### config.mk
export PLATFORM = sky130hd
export DESIGN_NAME = spice_node_integrator
export DESIGN_NICKNAME = d
export VERILOG_FILES = /design/src/rtl/spice_node_integrator.sv
export SDC_FILE = /design/constraint.sdc
export NUM_CORES = 1
export LEC_CHECK = 0
export BUFFER_PORTS_ARGS = -buffer_cell sky130_fd_sc_hd__buf_4
export CORE_MARGIN = 10
export CORE_UTILIZATION = 24
export CTS_CLUSTER_DIAMETER = 120
export DETAILED_ROUTE_END_ITERATION = 12
export GPL_TIMING_DRIVEN = 0
export HOLD_SLACK_MARGIN = 0.06
export PLACE_DENSITY = 0.51
export SYNTH_ARGS = -nofsm -noshare
export SYNTH_HDL_FRONTEND = slang
export SYNTH_SLANG_ARGS = --single-unit
### constraint.sdc
create_clock -name eclk -period 8.1 [get_ports eclk]
set_input_delay 1.62 -clock eclk [delete_from_list [all_inputs] [get_ports eclk]]
set_output_delay 1.62 -clock eclk [all_outputs]
set_load 0.03 [all_outputs]
### src/rtl/spice_node_integrator.sv
// spice_node_integrator: sums branch currents on one node and integrates them into a clamped
// node voltage over a 2-stage pipeline, with logic level and settle detection.
module spice_node_integrator #(
    parameter int             W         = 16,
    parameter int             N_I       = 4,
    parameter int             CAP_SHIFT = 2,
    parameter logic [W-1:0]   V_HI      = 16'h4000,
    parameter logic [W-1:0]   V_LO      = 16'hC000,
    parameter logic [W-1:0]   V_INIT    = 16'hC000,
    parameter int             TOL       = 4,
    parameter int             SETTLE_N  = 8
) (
    input  logic             eclk,
    input  logic             ereset_n,
    input  logic             step,
    input  logic [N_I*W-1:0] i_in,
    input  logic             load,
    input  logic [W-1:0]     load_v,
    output logic [W-1:0]     v,
    output logic             level,
    output logic             settled,
    output logic             busy
);
    localparam int SW = W + $clog2(N_I);
    localparam int AW = SW + 1;
    localparam logic signed [W-1:0]  V_HI_S = V_HI;
    localparam logic signed [W-1:0]  V_LO_S = V_LO;
    localparam logic signed [SW-1:0] TOL_S  = SW'(TOL);
    localparam logic [7:0]           SN     = 8'(SETTLE_N);

    logic [W-1:0]         v_q, v_d, v_clamp, load_clamp;
    logic signed [SW-1:0] sum_q, sum_d, sum_all, delta;
    logic signed [AW-1:0] v_sum;
    logic                 busy_q, busy_d, settled_q, settled_d, quiet;
    logic [7:0]           cnt_q, cnt_d;

    always_comb begin
        sum_all = '0;
        for (int k = 0; k < N_I; k++) sum_all = sum_all + SW'($signed(i_in[k*W +: W]));
        delta      = sum_q >>> CAP_SHIFT;
        v_sum      = AW'($signed(v_q)) + AW'(delta);
        v_clamp    = v_sum > AW'(V_HI_S) ? V_HI : v_sum < AW'(V_LO_S) ? V_LO : v_sum[W-1:0];
        load_clamp = $signed(load_v) > V_HI_S ? V_HI : $signed(load_v) < V_LO_S ? V_LO : load_v;
        // pushing further into a rail leaves v unchanged, so it counts as quiet
        quiet      = (delta <= TOL_S && delta >= -TOL_S) || (v_q == V_HI && !delta[SW-1])
                     || (v_q == V_LO && delta[SW-1]);
        v_d        = v_q;
        sum_d      = sum_q;
        busy_d     = 1'b0;
        cnt_d      = cnt_q;
        settled_d  = settled_q;
        if (load) begin
            v_d       = load_clamp;
            cnt_d     = '0;
            settled_d = 1'b0;
        end else begin
            if (step) begin
                sum_d  = sum_all;
                busy_d = 1'b1;
            end
            if (busy_q) begin
                v_d       = v_clamp;
                cnt_d     = quiet ? (cnt_q == SN ? SN : cnt_q + 8'd1) : '0;
                settled_d = quiet && cnt_d == SN;
            end
        end
    end

    always_ff @(posedge eclk or negedge ereset_n) begin
        if (!ereset_n) begin
            v_q       <= V_INIT;
            sum_q     <= '0;
            busy_q    <= 1'b0;
            cnt_q     <= '0;
            settled_q <= 1'b0;
        end else begin
            v_q       <= v_d;
            sum_q     <= sum_d;
            busy_q    <= busy_d;
            cnt_q     <= cnt_d;
            settled_q <= settled_d;
        end
    end

    assign v       = v_q;
    assign level   = ~v_q[W-1];
    assign settled = settled_q;
    assign busy    = busy_q;
endmodule

==> impl_metrics.ini, run 1 <==
[outcome]
status = completed

[cts]
clock_latency_ns = 0.29
clock_sinks = 42
post-cts-setup-buffer-count = 0
clk_pin_slew_ns = 0.07
cts_tree = yes
cts-root-buf = clkbuf_16
htreeDepth = 2
clockBufferDepth = 2
hold_buffers = 0
cts_resized = 0
cts_buffers = 5

[global_route]
grt_pass1_vias = 4228
grt_overflow = 0
grt_pass1_wl_um = 21200
track_usage_pct = 10.4
grt_start_max_net_pins = 43
antenna_found_initial = 0

[floorplan]
io_pins = 103
start_util_pct = 24.5
rows = 50
dieHeight_um = 159
coreArea_um2 = 18800
die-width_um = 159
die_area_um2 = 25200

[critical_path]
end_kind = flop
cp.required_ns = 8.26
path_cells = buf_4 > inv_1 > fa_1 > fa_1 > inv_1 > fa_1 > a21o_1 > a21o_1 > a2111oi_0 > nor4_1 > nor2_1 > a31oi_1 > a31oi_1 > xnor2_1 > o21ai_0
reg2reg_depth = 12
critPathBufInv = 3
path_delay_family = adder cells
cp_max_fo = 3
crit_top_cell = fa_1
worst_path_largest_cell_delay_ns = 0.60
critPathLaunchType = input pin
path_class = in2reg
crit_cells = 15
cp.arrival_ns = 5.20
cp_slowest_cell = a2111oi_0
reg2reg_slack_ns = 4.84

[yosys]
synth_simple_gate_area_share_pct = 16.5
async_reset_ff_share_pct = 100
ys_warn_count = 0
ys_ff_latch = 42
ys.flop_type = dfrtp_1
synth_cell_types = 71
synth.avg_cell_area_um2 = 8.56
synth_xor_area_share_pct = 5.31
ys_seq_area_share_pct = 22.8
muxShareOfSynthArea_pct = 0.759
synthAdderAreaFrac_pct = 23.7
synth_top_family_by_area = adder cells
synth_area_um2 = 4610
synth_compound_area_share_pct = 21.9
syn_nets = 690
synth_edf_count = 0
syn_inst = 539

[sta]
slew_violations = 0
worstMarginPinSlew_ns = 0.600
fin_hold_ws_ns = 0.488
layout_setup_ws_ns = 3.05
fmax_mhz = 198
rsz0062_at_grt = false
finalCritPeriodShare_pct = 62.3
setup_violations = 0
slew_headroom_pct = 59.0
hold_viol = 0
layout_min_cycle_time_ns = 5.05
skew_ns = 0.00917
setup_tns_ns = 0

[min_path]
hp-class = reg2reg
holdPathStages = 2

[run]
drv_cap = 0

[drt]
num_vias = 4096
drc = 0
first_pass_iters = 4
wl_per_cell_um = 14.4
ant_nets = 0
wl_um = 13100
viasPerCell = 4.51
drtIter0Drc = 135

[power]
p_leak_nw = 2.86
peakVddDrop_mv = 0.0906
power.total_w = 0.00150
p_comb_share_pct = 63.1
switching_power_w = 0.000713
p_sw_share_pct = 47.4
p_int_w = 0.000792
p_seq_share_pct = 23.1
clkPwrFrac_pct = 13.8
p_per_area_nw_per_um2 = 257

[cells_and_area]
final_common_cell = buf_4
nNetsFinal = 799
n_antenna_cell = 0
n_fill_cell = 2049
final_layout_size_suffix_gt1_share_pct = 21.1
final_area_um2 = 5860
syn2layout_area_growth_pct = 26.9
multi_input_area_um2 = 3140
regArea_um2 = 1050
layout_common_cells = buf_4 (102), inv_1 (99), o21ai_0 (44), dfrtp_1 (40), nand2_1 (39)

[place]
place_hpwl_um = 11100
place_ws_ns = 2.67
place_congestion = 0.829
io_buffers = 102
place_area_um2 = 5710
tightest hold or removal path: cells and delay by family, from the launching register on:
kind / cells / cell delay, ns
DFF: 1 / 0.35
AOI/OAI and AO/OA: 1 / 0.06
and+or+nand+nor: 1 / 0.05
through the flow:
step / utilization (%) / std cells
floorplan: - / 539
global placement: 30.3 / 901
detailed placement: 30.3 / 901
CTS: 31.1 / 909
global route: 31.1 / 909
finish: 31.1 / 909
logic make-up after synthesis:
group	Yosys count
buffers and inverters	109
DFF	42
AOI/OAI and AO/OA	147
muxes	3
and+or+nand+nor	143
xor gates and xnor gates	28
adders and majority gates	67
final cells by class:
class,count,area share (%)
Multi-Input combinational cell,388,53.7
Sequential cell,42,18.0
Timing Repair Buffer,102,13.1
Inverter,99,6.35
Tap cell,260,5.56
Clock buffer,5,2.14
Buffer,10,0.791
Clock inverter,3,0.427
power groups by stage:
stage          Sequential [W]  Combinational [W]  Clock, W
2_1_floorplan        0.000350           0.000697         0
3_3_place_gp         0.000351           0.000953         0
3_5_place_dp         0.000353           0.000954         0
4_1_cts              0.000349           0.000960  0.000213
5_1_grt              0.000358            0.00107  0.000222
6_report             0.000348           0.000949  0.000207
per-layer routing:
layer  up-vias  global-route usage (%)  part of all wire (%)
met4         0                    1.32                  0.35
li1       2090                       -                     -
met1      1896                    14.2                    48
met5         -                       0                     0
met3         5                    2.32                   7.1
met2       105                    16.7                    44
path summary, 6_finish.rpt:
check	startpoint	endpoint
worst max-delay path	i_in[2]	sum_q[17]$_DFFE_PN0P_
worst min-delay path	settled$_DFFE_PN0P_	settled$_DFFE_PN0P_
worst max register to register	v[0]$_DFFE_PN0P_	v[3]$_DFFE_PN0P_
worst min register to register	settled$_DFFE_PN0P_	settled$_DFFE_PN0P_
max in group asynchronous	ereset_n	busy$_DFF_PN0_
min in group asynchronous	ereset_n	settled$_DFFE_PN0P_
cell usage after synthesis (all sizes together) (2+ instances only):
| library cell | number | area (µm²) |
|---|---|---|
| a211oi | 3 | 22.5 |
| nand2 | 40 | 153 |
| o21ai | 55 | 275 |
| nand4 | 10 | 62.6 |
| xor2 | 12 | 105 |
| a22oi | 13 | 111 |
| nor4bb | 2 | 20.0 |
| a2111oi | 2 | 17.5 |
| mux2i | 2 | 23.8 |
| inv | 99 | 372 |
| nor3 | 12 | 65.1 |
| and2b | 2 | 16.3 |
| buf | 2 | 16.3 |
| or2 | 5 | 33.8 |
| o211ai | 4 | 30.0 |
| a21o | 12 | 91.3 |
| o22ai | 2 | 12.5 |
| nor4 | 10 | 68.8 |
| nor3b | 5 | 37.5 |
| o31ai | 5 | 56.3 |
| nand2b | 9 | 56.3 |
| o2111ai | 4 | 41.3 |
| a31oi | 8 | 50.1 |
| nor2 | 22 | 82.6 |
| xnor2 | 16 | 140 |
| nor4b | 2 | 17.5 |
| a21oi | 19 | 103 |
| and3 | 4 | 25.0 |
| dfstp | 2 | 52.6 |
| a22o | 2 | 17.5 |
| o21bai | 2 | 15.0 |
| o21a | 4 | 30.0 |
| ha | 33 | 413 |
| or3 | 3 | 18.8 |
| o311ai | 3 | 33.8 |
| clkbuf | 8 | 30.0 |
| nand3 | 11 | 55.1 |
| fa | 34 | 681 |
| dfrtp | 40 | 1000 |
flip-flops by register name, indices dropped and copies added (netlist names):
signal,flops
busy,1
sum_q,16
settled,1
v,16
cnt_q,8
Power figures use the tool's default switching activity.
==> inputs of run 2 (changes only) <==
Settings changed: PLACE_DENSITY 0.51 to 0.52.
Clock period 8.1 ns to 4.4 ns, I/O delays scaled along.
==> impl_metrics.ini, run 2 (synthesis results as in run 1) <==
[critical_path]
critPathBufInv = 3
crit_cells = 15
path_delay_family = adder cells
end_kind = flop
reg2reg_slack_ns = 1.19
critPathLaunchType = input pin
cp_slowest_cell = fa_1
cp.required_ns = 4.56
rr_startpoint = v[0]$_DFFE_PN0P_
cp.arrival_ns = 4.27
worst_path_largest_cell_delay_ns = 0.51
path_class = in2reg
crit_top_cell = fa_1
cp_max_fo = 3
timing.rr.end = v[6]$_DFFE_PN0P_
reg2reg_depth = 12
path_cells = buf_4 > inv_1 > fa_1 > fa_1 > inv_1 > fa_1 > a21o_1 > a21o_1 > a2111oi_2 > nor4_1 > nor2_1 > a31oi_1 > a31oi_1 > xnor2_1 > o21ai_0

[cts]
cts_resized = 0
post-cts-setup-buffer-count = 0
clockBufferDepth = 2
clock_sinks = 42
cts_buffers = 5
cts_tree = yes
clock_latency_ns = 0.29
clk_pin_slew_ns = 0.06
hold_buffers = 0
htreeDepth = 2
cts-root-buf = clkbuf_16

[cells_and_area]
n_antenna_cell = 0
syn2layout_area_growth_pct = 27.0
final_area_um2 = 5860
nNetsFinal = 799
final_common_cell = buf_4
final_layout_size_suffix_gt1_share_pct = 21.1
layout_common_cells = buf_4 (102), inv_1 (99), o21ai_0 (44), dfrtp_1 (40), nand2_1 (39)

[power]
p_sw_share_pct = 46.8
power.total_w = 0.00277
p_comb_share_pct = 63.0
p_leak_nw = 2.87
p_per_area_nw_per_um2 = 473
peakVddDrop_mv = 0.228
switching_power_w = 0.00130
p_seq_share_pct = 23.0
p_int_w = 0.00147
clkPwrFrac_pct = 13.9

[drt]
route.met2.wl_um = 5700
drt-met1-wl_um = 6350
highest_layer = met4
num_vias = 4044
drc = 0
first_pass_iters = 4
viasPerCell = 4.45
met3_length_um = 745
drtIter0Drc = 159
wl_um = 12900
ant_nets = 0
wl_per_cell_um = 14.2

[min_path]
hp-start = settled$_DFFE_PN0P_
holdPathStages = 2
hp-class = reg2reg
holdPathEnd = settled$_DFFE_PN0P_

[sta]
layout_min_cycle_time_ns = 4.10
worstMarginPinSlew_ns = 0.562
fin_hold_ws_ns = 0.509
finalCritPeriodShare_pct = 93.2
fmax_mhz = 244
setup_violations = 0
skew_ns = 0.00429
setup_tns_ns = 0
slew_violations = 0
hold_viol = 0
layout_setup_ws_ns = 0.298
slew_headroom_pct = 62.5

[floorplan]
coreArea_um2 = 18800
die-width_um = 159
start_util_pct = 24.5
die_area_um2 = 25200
dieHeight_um = 159
io_pins = 103
rows = 50

[place]
place_hpwl_um = 11000
place_area_um2 = 5710
place_congestion = 0.848
io_buffers = 102
place_ws_ns = -0.271

[global_route]
grt_pass1_vias = 4197
grt_start_max_net_pins = 43
grt_pass1_wl_um = 21200
grt_overflow = 0
antenna_found_initial = 0
track_usage_pct = 10.5

[outcome]
status = completed

[run]
drv_cap = 0
[run 2: worst max path at each step]
stage	slack, ns	to	from
2_1_floorplan	0.24	sum_q[17]$_DFFE_PN0P_	i_in[2]
3_3_place_gp	-0.26	sum_q[17]$_DFFE_PN0P_	i_in[2]
3_5_place_dp	-0.27	sum_q[17]$_DFFE_PN0P_	i_in[2]
4_1_cts	0.04	sum_q[17]$_DFFE_PN0P_	i_in[2]
5_1_grt	-0.04	sum_q[17]$_DFFE_PN0P_	i_in[2]
6_report	0.30	sum_q[17]$_DFFE_PN0P_	i_in[2]
[run 2: worst reg2reg max path, cell delays in order, from the launching register on]
cell and delay [ns]:
dfrtp_1 0.43, ha_1 0.26, inv_1 0.08, fa_1 0.19
and2b_1 0.23, o2111ai_1 0.37, nand4b_1 0.16, a211oi_1 0.42
o311ai_0 0.19, o211ai_1 0.15, mux2i_2 0.14, a22oi_4 0.36
o21ai_1 0.11
[run 2: final cells by class]
class | count | area [µm²]
fill | 2071 | 13000
multi-input combinational | 388 | 3150
sequential | 42 | 1050
timing repair buffer | 102 | 766
inverter | 99 | 372
tap | 260 | 325
clock buffer | 7 | 143
buffer | 10 | 46.3
clock inverter | 1 | 5.00
[run 2: through the flow]
step                cells  util (%)
global placement      901      30.3
CTS                   909      31.1
detailed placement    901      30.3
finish                909      31.1
floorplan             539         -
global route          909      31.1
[run 2: per-layer routing]
metal  global-route usage (%)  vias to the layer above
met4                     1.72                        0
met3                     2.56                        9
met2                     16.5                       93
met1                     14.4                     1845
met5                        0                        -
li1                         -                     2097
[run 2: power groups by stage]
stage	Clock (W)	Sequential (W)	Combinational (W)
finish	0.000386	0.000638	0.00175
global route	0.000412	0.000656	0.00200
CTS	0.000392	0.000641	0.00176
detailed placement	0	0.000648	0.00175
global placement	0	0.000647	0.00175
floorplan	0	0.000644	0.00128
